`src/rtl/dose_actuator.sv`:
```
// rtl/dose_actuator.sv - converts dispense requests into timed servo open/close cycles with dose tracking
//
// Ports:
//   CLOCK_50      in   system clock
//   reset         in   asynchronous active-high reset
//   trigger       in   dispense request level; rising edge requests one dose
//   refill        in   refill level; rising edge loads doses_left from refill_count
//   refill_count  in   [3:0] dose count loaded on refill
//   servo_pwm     out  registered servo PWM, one full-width pulse per frame
//   busy          out  high while a dose cycle (open or close phase) is active
//   done          out  one-cycle pulse in the last cycle of a dose cycle
//   doses_left    out  [3:0] remaining doses in the compartment
//   empty         out  doses_left == 0
//   pending       out  [1:0] queued requests not yet started
//   overflow      out  sticky: request dropped because the queue was full
//   denied        out  sticky: request dropped because no dose was available
module dose_actuator #(
    parameter int PWM_PERIOD   = 1000000,
    parameter int PULSE_CLOSED = 50000,
    parameter int PULSE_OPEN   = 100000,
    parameter int OPEN_FRAMES  = 25,
    parameter int CLOSE_FRAMES = 25,
    parameter int QUEUE_MAX    = 3
) (
    input  logic       CLOCK_50,
    input  logic       reset,
    input  logic       trigger,
    input  logic       refill,
    input  logic [3:0] refill_count,
    output logic       servo_pwm,
    output logic       busy,
    output logic       done,
    output logic [3:0] doses_left,
    output logic       empty,
    output logic [1:0] pending,
    output logic       overflow,
    output logic       denied
);

    localparam int CW   = $clog2(PWM_PERIOD);
    localparam int FMAX = (OPEN_FRAMES > CLOSE_FRAMES) ? OPEN_FRAMES : CLOSE_FRAMES;
    localparam int IW   = (FMAX > 1) ? $clog2(FMAX) : 1;

    typedef enum logic [1:0] {
        S_IDLE,
        S_OPEN,
        S_CLOSE
    } state_t;

    state_t          state, state_next;
    logic [CW-1:0]   frame_cnt, cnt_next;
    logic [CW-1:0]   width_reg, width_next;
    logic [IW-1:0]   frame_idx, idx_next;
    logic            trig_q, refill_q;
    logic [1:0]      pending_q, pend_next;
    logic [2:0]      pend_eff;
    logic [3:0]      doses_q, dose_base, dose_next;
    logic            overflow_q, denied_q, done_q, busy_q, pwm_q;
    logic            over_next, deny_next, done_next, launch;

    logic            trig_rise, refill_rise, frame_end, in_flight, complete;
    logic [3:0]      committed;
    logic            req_deny, req_over, req_acc;

    assign trig_rise   = trigger & ~trig_q;
    assign refill_rise = refill & ~refill_q;
    assign frame_end   = (frame_cnt == CW'(PWM_PERIOD - 1));
    assign in_flight   = (state != S_IDLE);

    // A request is only admitted if a dose remains for it after every
    // request already queued or running has taken its own.
    assign committed = {2'b00, pending_q} + {3'b000, in_flight};
    assign req_deny  = trig_rise && (doses_q <= committed);
    assign req_over  = trig_rise && !req_deny && (pending_q == 2'(QUEUE_MAX));
    assign req_acc   = trig_rise && !req_deny && !req_over;

    // done_q is raised one cycle early so that it is high exactly in the
    // frame_end cycle that closes the dose; it doubles as the completion strobe.
    assign complete = done_q;

    always_comb begin
        pend_eff = {1'b0, pending_q} + {2'b00, req_acc};
        if (refill_rise && refill_count == 4'd0) begin
            pend_eff = 3'd0;
        end

        // The in-flight decrement applies to a refill value loaded in the same cycle.
        dose_base = refill_rise ? refill_count : doses_q;
        dose_next = dose_base;
        if (complete && dose_base != 4'd0) begin
            dose_next = dose_base - 4'd1;
        end

        state_next = state;
        idx_next   = frame_idx;
        launch     = 1'b0;
        if (frame_end) begin
            case (state)
                S_IDLE: begin
                    if (pend_eff != 3'd0) begin
                        state_next = S_OPEN;
                        idx_next   = '0;
                        launch     = 1'b1;
                    end
                end
                S_OPEN: begin
                    if (frame_idx == IW'(OPEN_FRAMES - 1)) begin
                        state_next = S_CLOSE;
                        idx_next   = '0;
                    end else begin
                        idx_next = frame_idx + IW'(1);
                    end
                end
                S_CLOSE: begin
                    if (frame_idx == IW'(CLOSE_FRAMES - 1)) begin
                        idx_next = '0;
                        if (pend_eff != 3'd0 && dose_next != 4'd0) begin
                            state_next = S_OPEN;
                            launch     = 1'b1;
                        end else begin
                            state_next = S_IDLE;
                        end
                    end else begin
                        idx_next = frame_idx + IW'(1);
                    end
                end
                default: begin
                    state_next = S_IDLE;
                    idx_next   = '0;
                end
            endcase
        end

        pend_next = 2'(pend_eff - {2'b00, launch});

        cnt_next   = frame_end ? '0 : frame_cnt + CW'(1);
        // Width only changes on a frame boundary so each frame carries one whole pulse.
        width_next = width_reg;
        if (frame_end) begin
            width_next = (state_next == S_OPEN) ? CW'(PULSE_OPEN) : CW'(PULSE_CLOSED);
        end

        over_next = (refill_rise ? 1'b0 : overflow_q) | req_over;
        deny_next = (refill_rise ? 1'b0 : denied_q) | req_deny
                    | (complete && dose_base == 4'd0);

        done_next = (state == S_CLOSE) && (frame_cnt == CW'(PWM_PERIOD - 2))
                    && (frame_idx == IW'(CLOSE_FRAMES - 1));
    end

    always_ff @(posedge CLOCK_50 or posedge reset) begin
        if (reset) begin
            state      <= S_IDLE;
            frame_cnt  <= '0;
            width_reg  <= CW'(PULSE_CLOSED);
            frame_idx  <= '0;
            trig_q     <= 1'b0;
            refill_q   <= 1'b0;
            pending_q  <= 2'd0;
            doses_q    <= 4'd0;
            overflow_q <= 1'b0;
            denied_q   <= 1'b0;
            done_q     <= 1'b0;
            busy_q     <= 1'b0;
            pwm_q      <= 1'b1;
        end else begin
            state      <= state_next;
            frame_cnt  <= cnt_next;
            width_reg  <= width_next;
            frame_idx  <= idx_next;
            trig_q     <= trigger;
            refill_q   <= refill;
            pending_q  <= pend_next;
            doses_q    <= dose_next;
            overflow_q <= over_next;
            denied_q   <= deny_next;
            done_q     <= done_next;
            busy_q     <= (state_next != S_IDLE);
            pwm_q      <= (cnt_next < width_next);
        end
    end

    assign servo_pwm  = pwm_q;
    assign busy       = busy_q;
    assign done       = done_q;
    assign doses_left = doses_q;
    assign empty      = (doses_q == 4'd0);
    assign pending    = pending_q;
    assign overflow   = overflow_q;
    assign denied     = denied_q;

endmodule

```
`config.mk`:
```
export PLATFORM = sky130hd
export DESIGN_NAME = dose_actuator
export DESIGN_NICKNAME = d
export VERILOG_FILES = /design/src/rtl/dose_actuator.sv
export SDC_FILE = /design/constraint.sdc
export NUM_CORES = 1
export LEC_CHECK = 0
export CAP_MARGIN = 10
export CORE_MARGIN = 3
export CORE_UTILIZATION = 60
export CTS_CLUSTER_SIZE = 25
export DETAILED_ROUTE_END_ITERATION = 7
export PLACE_DENSITY = 0.8
export SLEW_MARGIN = 25
export SYNTH_ARGS = -nofsm -noshare
export SYNTH_HDL_FRONTEND = slang
export SYNTH_SLANG_ARGS = --single-unit
```
`constraint.sdc`:
```
create_clock -name CLOCK_50 -period 11.2 [get_ports CLOCK_50]
set_clock_uncertainty 0.05 [all_clocks]
set_input_delay 1.68 -clock CLOCK_50 [delete_from_list [all_inputs] [get_ports CLOCK_50]]
set_output_delay 1.68 -clock CLOCK_50 [all_outputs]
set_load 0.03 [all_outputs]
```
==> results of run 1 <==
## kinds of logic after synthesis
group,count (synthesis),synth area share [%]
buffers and inverters,31,3.77
adders and majority gates,36,13.2
and+or+nand+nor,141,21.4
AOI/OAI and AO/OA,54,10.5
xor gates and xnor gates,19,4.87
muxes,7,2.12
DFF,60,44.2
## layout by cell type, fill, tap and decap left out, types with 12 or more instances in the layout
| master | count |
|---|---|
| nor2_1 | 25 |
| inv_1 | 24 |
| dfrtp_1 | 53 |
| and3_1 | 12 |
| o21ai_0 | 17 |
| nand3_1 | 21 |
| nand2_1 | 40 |
| a21oi_1 | 12 |
| ha_1 | 36 |
| clkdlybuf4s50_1 | 19 |
## report_power, final
part           leakage [nW]  total, mW  internal (mW)  switching [mW]
registers             0.743      0.236          0.226         0.00950
clock network        0.0905      0.170         0.0918          0.0779
logic                  1.06      0.109         0.0453          0.0633
total                  1.89      0.514          0.363           0.151
## per-stage QoR
step,std cells,util (%),worst slack [ps],cell area [um2]
finish,450,72.7,4800,3860
detailed placement,434,69.5,4600,3680
floorplan,348,-,5340,3420
global route,450,72.7,4260,3860
global placement,434,69.5,4830,3680
CTS,450,72.7,4810,3860
## area by class of cell
| class | count | area, um2 | area share, % |
|---|---|---|---|
| inverter | 25 | 93.8 | 2.43 |
| sequential | 60 | 1510 | 39.2 |
| multi-input combinational | 257 | 1780 | 46.2 |
| timing repair buffer | 22 | 213 | 5.51 |
| clock buffer | 14 | 163 | 4.22 |
| tap | 70 | 87.6 | 2.27 |
| clock inverter | 2 | 10.0 | 0.259 |
## how the worst max path moves through the flow
stage               slack, ps        end     start
floorplan                5340  servo_pwm  state[0]
global placement         4830  servo_pwm   trigger
detailed placement       4600  servo_pwm   trigger
CTS                      4810  servo_pwm  state[1]
global route             4260  servo_pwm  state[1]
finish                   4800  servo_pwm  state[1]
## worst register-to-register path, delay by kind of cell, from the launching register on
| family | cells | cell delay [ps] |
|---|---|---|
| buffers and inverters | 3 | 270 |
| flip-flops | 1 | 420 |
| AO/OA/AOI/OAI | 9 | 1780 |
| adder cells (fa/ha/maj) | 7 | 1630 |
| AND/OR/NAND/NOR | 8 | 2180 |
## per-layer routing
metal | track usage [%] | vias up
li1 | - | 1293
met1 | 31.0 | 1219
met2 | 37.0 | 60
met3 | 5.26 | 7
met4 | 7.43 | 0
met5 | 0 | -
==> flow_summary_export.csv, run 1 <==
group,metric,value,unit
outcome,status,"completed",
worst_setup_path,crit_buf_inv,3,
sta,max_freq,0.156,GHz
logic_synthesis,syn_inst,348,
sta,layout_min_cycle_time,6400,ps
floorplan,io-pin-count,20,
sta,min_period_over_period,57.1,%
floorplan,row_count,26,
floorplan,coreArea,5300,um2
logic_synthesis,syn_area,3420,um2
routing,drtIter0Drc,83,
clock_network,cts-buffers-inserted,9,
logic_synthesis,synthTopCellsByArea,"dfrtp_1, ha_1, dfstp_2",
pwr,leakage,1.89,nW
sta,tightest_slew,736,ps
clock_network,cts_sinks,60,
cells_and_area,fill_cells,404,
logic_synthesis,avgSynthCellArea,9.83,um2
worst_setup_path,regToRegSetupSlack,4800,ps
flow_run,maxCapViolCount,0,
clock_network,cts_resized,0,
global_routing,grt_pass1_vias,2573,
sta,final-max-slew-violation-count,0,
global_routing,grt_util_all_layers,23.0,%
logic_synthesis,yosys-top-cells-count,"dfrtp_1, nand2_1, ha_1, inv_1, nor2_1",
sta,fin_tns_setup,0,ps
min_path,min_to,"width_reg[18]",
min_path,min_path_cells,2,
global_routing,overflow,0,
routing,via_count,2579,
worst_setup_path,crit_path_max_incr_delay,500,ps
routing,detail_route.wl_per_cell,14.6,um
floorplan,die_x,81.5,um
routing,via_per_inst,5.73,
cells_and_area,drive_above_1_share,8.42,%
logic_synthesis,synth_edf_count,0,
clock_network,cts.htree.levels,3,
pwr,p_per_area,133,nW/um2
worst_setup_path,worstSetupPathType,"reg -> reg",
clock_network,cts.reportedPaths.clkPinSlew,60,ps
pwr,worst_ir_drop_vdd,0.0937,mV
min_path,hold_start,"width_reg[18]",
worst_setup_path,worstRegToRegCells,27,
logic_synthesis,synth.largest_area_cell,"dfrtp_1",
clock_network,worstSkewPairLatency,340,ps
logic_synthesis,synth_top_area_share,38.8,%
placed_design,dp_hpwl,4930,um
routing,dr_wl_met2,3020,um
floorplan,fp.dieH,81.5,um
routing,wl,6590,um
sta,setup_viol,0,
logic_synthesis,yosysSeqAreaShare,44.2,%
cells_and_area,syn2layout_area_growth,12.8,%
cells_and_area,fin_nets,419,
logic_synthesis,synthFlopType,"dfrtp_1",
worst_setup_path,end_kind,"flip-flop",
worst_setup_path,crit_top_cell,"ha_1",
sta,rsz0062_at_grt,"false",
global_routing,grt_pass1_wl,11600,um
routing,route.layer.met1.wl,3150,um
floorplan,fp.dieArea,6640,um2
clock_network,cts_hold_buffers,0,
global_routing,grt_max_degree,61,
routing,drcViolationCount,0,
sta,whs,421,ps
worst_setup_path,slowest_stage,"or4_1",
worst_setup_path,rr_endpoint,"servo_pwm",
routing,wl_met3,353,um
worst_setup_path,reg2reg_from,"state[1]",
sta,finalHoldViolCount,0,
worst_setup_path,critPathMaxFanout,8,
placed_design,io_buffers,19,
routing,antenna_left,0,
routing,highest_layer,"met4",
global_routing,antenna_found_initial,0,
logic_synthesis,synth_seq_cells,60,
logic_synthesis,yosysMostFrequentCell,"dfrtp_1",
pwr,power.total,0.514,mW
clock_network,cts_tree,"done",
cells_and_area,antenna_cells,0,
routing,first_pass_iters,4,
logic_synthesis,synth_warnings,0,
worst_setup_path,start_kind,"flip-flop",
logic_synthesis,syn-num-nets,392,
clock_network,postCtsSetupBuffers,0,
floorplan,start_util,64.5,%
worst_setup_path,arrival,6600,ps
logic_synthesis,ys_async_sr_fraction,100,%
min_path,min_path_type,"reg -> reg",
sta,relSlewSlack,51.0,%
placed_design,gp_congestion,0.851,
clock_network,cts_buffer_depth,2,
clock_network,cts_root_buf,"clkbuf_8",
worst_setup_path,worstPathRequired,11400,ps
worst_setup_path,cp_num_cells,27,
worst_setup_path,path_delay_family,"simple AND/OR/NAND/NOR gates",
logic_synthesis,synth_cell_type_count,54,
(Power assumes the default switching activity.)
==> inputs of run 2 (changes only) <==
==> constraint.sdc (replaced) <==
create_clock -name CLOCK_50 -period 6.45 [get_ports CLOCK_50]
set_clock_uncertainty 0.05 [all_clocks]
set_input_delay 0.9675 -clock CLOCK_50 [delete_from_list [all_inputs] [get_ports CLOCK_50]]
set_output_delay 0.9675 -clock CLOCK_50 [all_outputs]
set_load 0.03 [all_outputs]
==> flow_summary_export.csv, run 2 (synthesis gave the netlist of run 1 again) <==
group,metric,value,unit
floorplan,die_x,81.5,um
pwr,internal-power,0.663,mW
clock_network,cts_hold_buffers,0,
worst_setup_path,start_kind,"flip-flop",
floorplan,fp.dieH,81.5,um
routing,wl,7320,um
routing,drtIter0Drc,118,
routing,via_per_inst,5.97,
cells_and_area,final_cell_mix,"dfrtp_1, nand2_1, ha_1",
worst_setup_path,worstPathRequired,6650,ps
worst_setup_path,crit_path_max_incr_delay,490,ps
cells_and_area,fill_cells,377,
global_routing,grt_max_degree,61,
routing,drcViolationCount,0,
placed_design,dp_hpwl,5150,um
placed_design,placedCellCount,434,
cells_and_area,syn2layout_area_growth,15.0,%
global_routing,overflow,0,
sta,min_period_over_period,93.9,%
global_routing,antenna_found_initial,0,
worst_setup_path,reg2reg_from,"state[1]",
flow_run,maxCapViolCount,0,
cells_and_area,antenna_cells,0,
global_routing,grt_util_all_layers,24.7,%
floorplan,coreArea,5300,um2
pwr,p_sw,0.274,mW
floorplan,io-pin-count,20,
pwr,switching_share,29.3,%
pwr,worst_ir_drop_vdd,0.150,mV
clock_network,cts_sinks,60,
floorplan,row_count,26,
routing,antenna_left,0,
worst_setup_path,end_kind,"flip-flop",
worst_setup_path,critPathLaunch,"state[1]",
cells_and_area,utilization,74.1,%
placed_design,io_buffers,19,
pwr,leakage,1.92,nW
worst_setup_path,arrival,6250,ps
floorplan,fp.dieArea,6640,um2
clock_network,cts.reportedPaths.clkPinSlew,70,ps
worst_setup_path,slowest_stage,"or4_1",
cells_and_area,instances_no_fill,451,
sta,layout_min_cycle_time,6060,ps
cells_and_area,drive_above_1_share,10.8,%
sta,max_freq,0.165,GHz
pwr,clkPwrFrac,35.3,%
clock_network,cts-buffers-inserted,9,
global_routing,grt_pass1_wl,12400,um
clock_network,cts_root_buf,"clkbuf_8",
sta,finalHoldViolCount,0,
pwr,combPwrFrac,20.9,%
min_path,min_path_type,"reg -> reg",
global_routing,grt_pass1_vias,2644,
cells_and_area,fin_nets,420,
sta,tightest_slew,756,ps
clock_network,worstSkewPairLatency,330,ps
routing,first_pass_iters,4,
worst_setup_path,worstSetupPathType,"reg -> reg",
worst_setup_path,critPathMaxFanout,8,
sta,worst_slack,394,ps
clock_network,cts.htree.levels,3,
floorplan,start_util,64.5,%
clock_network,cts_buffer_depth,2,
sta,final-max-slew-violation-count,0,
clock_network,cts_tree,"done",
sta,fin_tns_setup,0,ps
routing,detail_route.wl_per_cell,16.2,um
pwr,p_per_area,238,nW/um2
placed_design,pre_cts_slack,127,ps
sta,relSlewSlack,49.6,%
routing,via_count,2691,
cells_and_area,final_area,3930,um2
sta,setup_viol,0,
placed_design,dpl-instance-area,3680,um2
worst_setup_path,crit_top_cell,"ha_1",
min_path,hold_start,"width_reg[11]",
placed_design,gp_congestion,0.856,
pwr,seqPwrFrac,43.8,%
outcome,status,"completed",
cells_and_area,mostFrequentLayoutCell,"dfrtp_1",
-- run 2: cell count changes in the layout (fill, tap and decap cells not counted), sizes merged --
cell,before,now
buf,3,4
bufinv,0,1
clkinv,2,1
-- run 2: worst paths after layout --
check                           endpoint  slack [ps]  depth (start not counted)
hold reg to reg            width_reg[11]         410                          2
min in group asynchronous   width_reg[2]        1110                          3
hold / removal             width_reg[11]         410                          2
setup reg to reg               servo_pwm         390                         28
max in group asynchronous  frame_cnt[17]        4730                          3
setup / recovery               servo_pwm         390                         28
-- run 2: power groups by stage --
stage	logic, mW	clock network (mW)	registers (mW)
after floorplan	0.0997	0	0.445
after global placement	0.185	0	0.416
after CTS	0.195	0.336	0.410
after detailed placement	0.193	0	0.417
after global routing	0.225	0.356	0.413
final	0.195	0.331	0.410
-- run 2: what timing repair did --
item	in CTS	in global routing
resized for setup	0	13
endpoints found under the setup margin	0	1
buffers inserted	0	1
-- run 2: metal layers --
layer | vias up | track usage, % | wire length, um
met3 | 11 | 4.17 | 361
met4 | 0 | 10.3 | 87
met5 | - | 0 | 0
li1 | 1295 | - | -
met2 | 84 | 38.8 | 3480
met1 | 1301 | 34.0 | 3400
-- run 2: metrics by stage --
stage | total power [mW] | hold WS [ps]
2_1_floorplan | 0.545 | 382
3_3_place_gp | 0.601 | 394
3_5_place_dp | 0.610 | 401
4_1_cts | 0.941 | 417
5_1_grt | 0.994 | 440
6_report | 0.936 | 413
-- run 2: cell type report --
type,instances,area (um2),share of cell area [%]
tap,70,87.6,2.23
sequential,60,1510,38.4
inverter,25,93.8,2.39
clock inverter,2,35.0,0.891
timing repair buffer,23,220,5.60
clock buffer,14,153,3.88
multi-input combinational,257,1830,46.6
-- run 2: critical path, delay by kind of cell, from the launching register on --
kind	cells	cell delay [ps]
compound gates	9	1500
fa+ha+maj	7	1680
simple gates	9	2110
flops	1	420
buf+inv	3	220
==> inputs of run 3 (changes only) <==
==> constraint.sdc (replaced) <==
create_clock -name CLOCK_50 -period 6.15 [get_ports CLOCK_50]
set_clock_uncertainty 0.05 [all_clocks]
set_input_delay 0.9225 -clock CLOCK_50 [delete_from_list [all_inputs] [get_ports CLOCK_50]]
set_output_delay 0.9225 -clock CLOCK_50 [all_outputs]
set_load 0.03 [all_outputs]
==> flow_summary_export.csv, run 3 (synthesis gave the netlist of run 1 again) <==
group,metric,value,unit
outcome,status,"completed",
global_routing,use_met2,37.0,%
floorplan,fp.dieArea,6640,um2
global_routing,gr-usage-met1,33.4,%
pwr,p_sw,0.317,mW
sta,worst_slack,234,ps
floorplan,io-pin-count,20,
global_routing,grt_max_degree,61,
pwr,leakage,1.96,nW
cells_and_area,fin_nets,424,
worst_setup_path,path_delay_family,"simple AND/OR/NAND/NOR gates",
flow_run,maxCapViolCount,0,
floorplan,coreArea,5300,um2
clock_network,cts.reportedPaths.clkPinSlew,70,ps
clock_network,cts-buffers-inserted,9,
worst_setup_path,arrival,6130,ps
worst_setup_path,crit_top_cell,"ha_1",
pwr,combPwrFrac,20.9,%
routing,via_per_inst,5.90,
placed_design,io_buffers,19,
sta,min_period_over_period,96.2,%
routing,wl,7410,um
cells_and_area,syn2layout_area_growth,18.5,%
global_routing,overflow,0,
worst_setup_path,crit_path_max_incr_delay,540,ps
sta,max_freq,0.169,GHz
floorplan,fp.dieH,81.5,um
global_routing,grt_util_all_layers,24.0,%
placed_design,dp_hpwl,5010,um
worst_setup_path,start_kind,"flip-flop",
floorplan,die_x,81.5,um
cells_and_area,instances_no_fill,455,
worst_setup_path,worstSetupPathType,"reg -> reg",
placed_design,pre_cts_slack,-181,ps
sta,final-max-slew-violation-count,0,
cells_and_area,final_area,4050,um2
pwr,switching_share,30.1,%
worst_setup_path,critPathLaunch,"state[0]",
global_routing,antenna_found_initial,0,
pwr,seqPwrFrac,40.9,%
routing,first_pass_iters,5,
placed_design,dpl-instance-area,3690,um2
worst_setup_path,crit_buf_inv,3,
routing,antenna_left,0,
clock_network,cts_root_buf,"clkbuf_8",
global_routing,use_met3,5.81,%
global_routing,grt_pass1_wl,12000,um
clock_network,cts_sinks,60,
sta,layout_min_cycle_time,5920,ps
routing,drtIter0Drc,144,
cells_and_area,fill_cells,353,
cells_and_area,antenna_cells,0,
worst_setup_path,end_kind,"flip-flop",
min_path,min_path_type,"reg -> reg",
pwr,clkPwrFrac,38.1,%
floorplan,start_util,64.5,%
cells_and_area,final_cell_mix,"dfrtp_1, nand2_1, ha_1",
worst_setup_path,critPathMaxFanout,7,
sta,setup_viol,0,
clock_network,cts_tree,"done",
routing,drcViolationCount,0,
placed_design,placedCellCount,435,
placed_design,gp_congestion,0.838,
min_path,hold_start,"width_reg[11]",
sta,whs,412,ps
worst_setup_path,reg2reg_from,"state[0]",
pwr,internal-power,0.736,mW
cells_and_area,drive_above_1_share,15.1,%
clock_network,cts_buffer_depth,2,
global_routing,grt_pass1_vias,2579,
clock_network,worstSkewPairLatency,350,ps
floorplan,row_count,26,
worst_setup_path,worstPathRequired,6370,ps
sta,relSlewSlack,49.7,%
routing,via_count,2686,
pwr,p_per_area,260,nW/um2
worst_setup_path,slowest_stage,"or4_4",
sta,finalHoldViolCount,0,
routing,detail_route.wl_per_cell,16.3,um
cells_and_area,utilization,76.4,%
pwr,worst_ir_drop_vdd,0.185,mV
global_routing,busiest_layer,"met2",
sta,fin_tns_setup,0,ps
clock_network,cts.htree.levels,3,
sta,tightest_slew,755,ps
pwr,power.total,1.05,mW
cells_and_area,mostFrequentLayoutCell,"dfrtp_1",
## run 3: cell types whose count changed in the layout (fill, tap and decap cells not counted), sizes merged
cell    delta
inv        +1
buf        +4
clkinv     +3
bufinv     +1
clkbuf     -5
## run 3: power groups by stage
stage / clock network, mW / registers (mW) / logic [mW]
floorplan: 0 / 0.467 / 0.105
global placement: 0 / 0.436 / 0.194
CTS: 0.408 / 0.429 / 0.206
detailed placement: 0 / 0.437 / 0.203
global route: 0.430 / 0.433 / 0.248
finish: 0.401 / 0.431 / 0.220
## run 3: final cells by class
class / instances / area (um2) / share of cell area (%)
Multi-Input combinational cell: 257 / 1890 / 46.6
Clock inverter: 7 / 100 / 2.47
Timing Repair Buffer: 27 / 250 / 6.17
Tap cell: 70 / 87.6 / 2.16
Sequential cell: 60 / 1510 / 37.3
Inverter: 25 / 93.8 / 2.32
Clock buffer: 9 / 124 / 3.06
## run 3: routing by layer
| layer | wire length, um | share of wire (%) |
|---|---|---|
| met1 | 3440 | 46 |
| met2 | 3490 | 47 |
| met3 | 385 | 5.2 |
| met4 | 97 | 1.3 |
| met5 | 0 | 0 |
## run 3: worst reg2reg max path, delay by kind of cell (launching register included)
family	cells	cell delay, ps
adder cells (fa/ha/maj)	7	1520
buffers and inverters	3	180
AND/OR/NAND/NOR	8	2000
AO/OA/AOI/OAI	10	1650
flip-flops	1	430
## run 3: final timing paths
| kind | to | slack (ps) | depth (start not counted) |
|---|---|---|---|
| min in group asynchronous | frame_cnt[6] | 1050 | 3 |
| hold / removal | width_reg[11] | 410 | 2 |
| setup reg to reg | servo_pwm | 230 | 28 |
| max in group asynchronous | state[0] | 4490 | 3 |
| setup / recovery | servo_pwm | 230 | 28 |
| hold reg to reg | width_reg[11] | 410 | 2 |
## run 3: timing repair
action | in CTS | in global routing
hold buffers | 0 | 0
gates resized for setup | 7 | 20
pin swaps | 1 | 7
setup buffers | 1 | 3
setup endpoints to repair | 1 | 1
gates cloned | 0 | 0
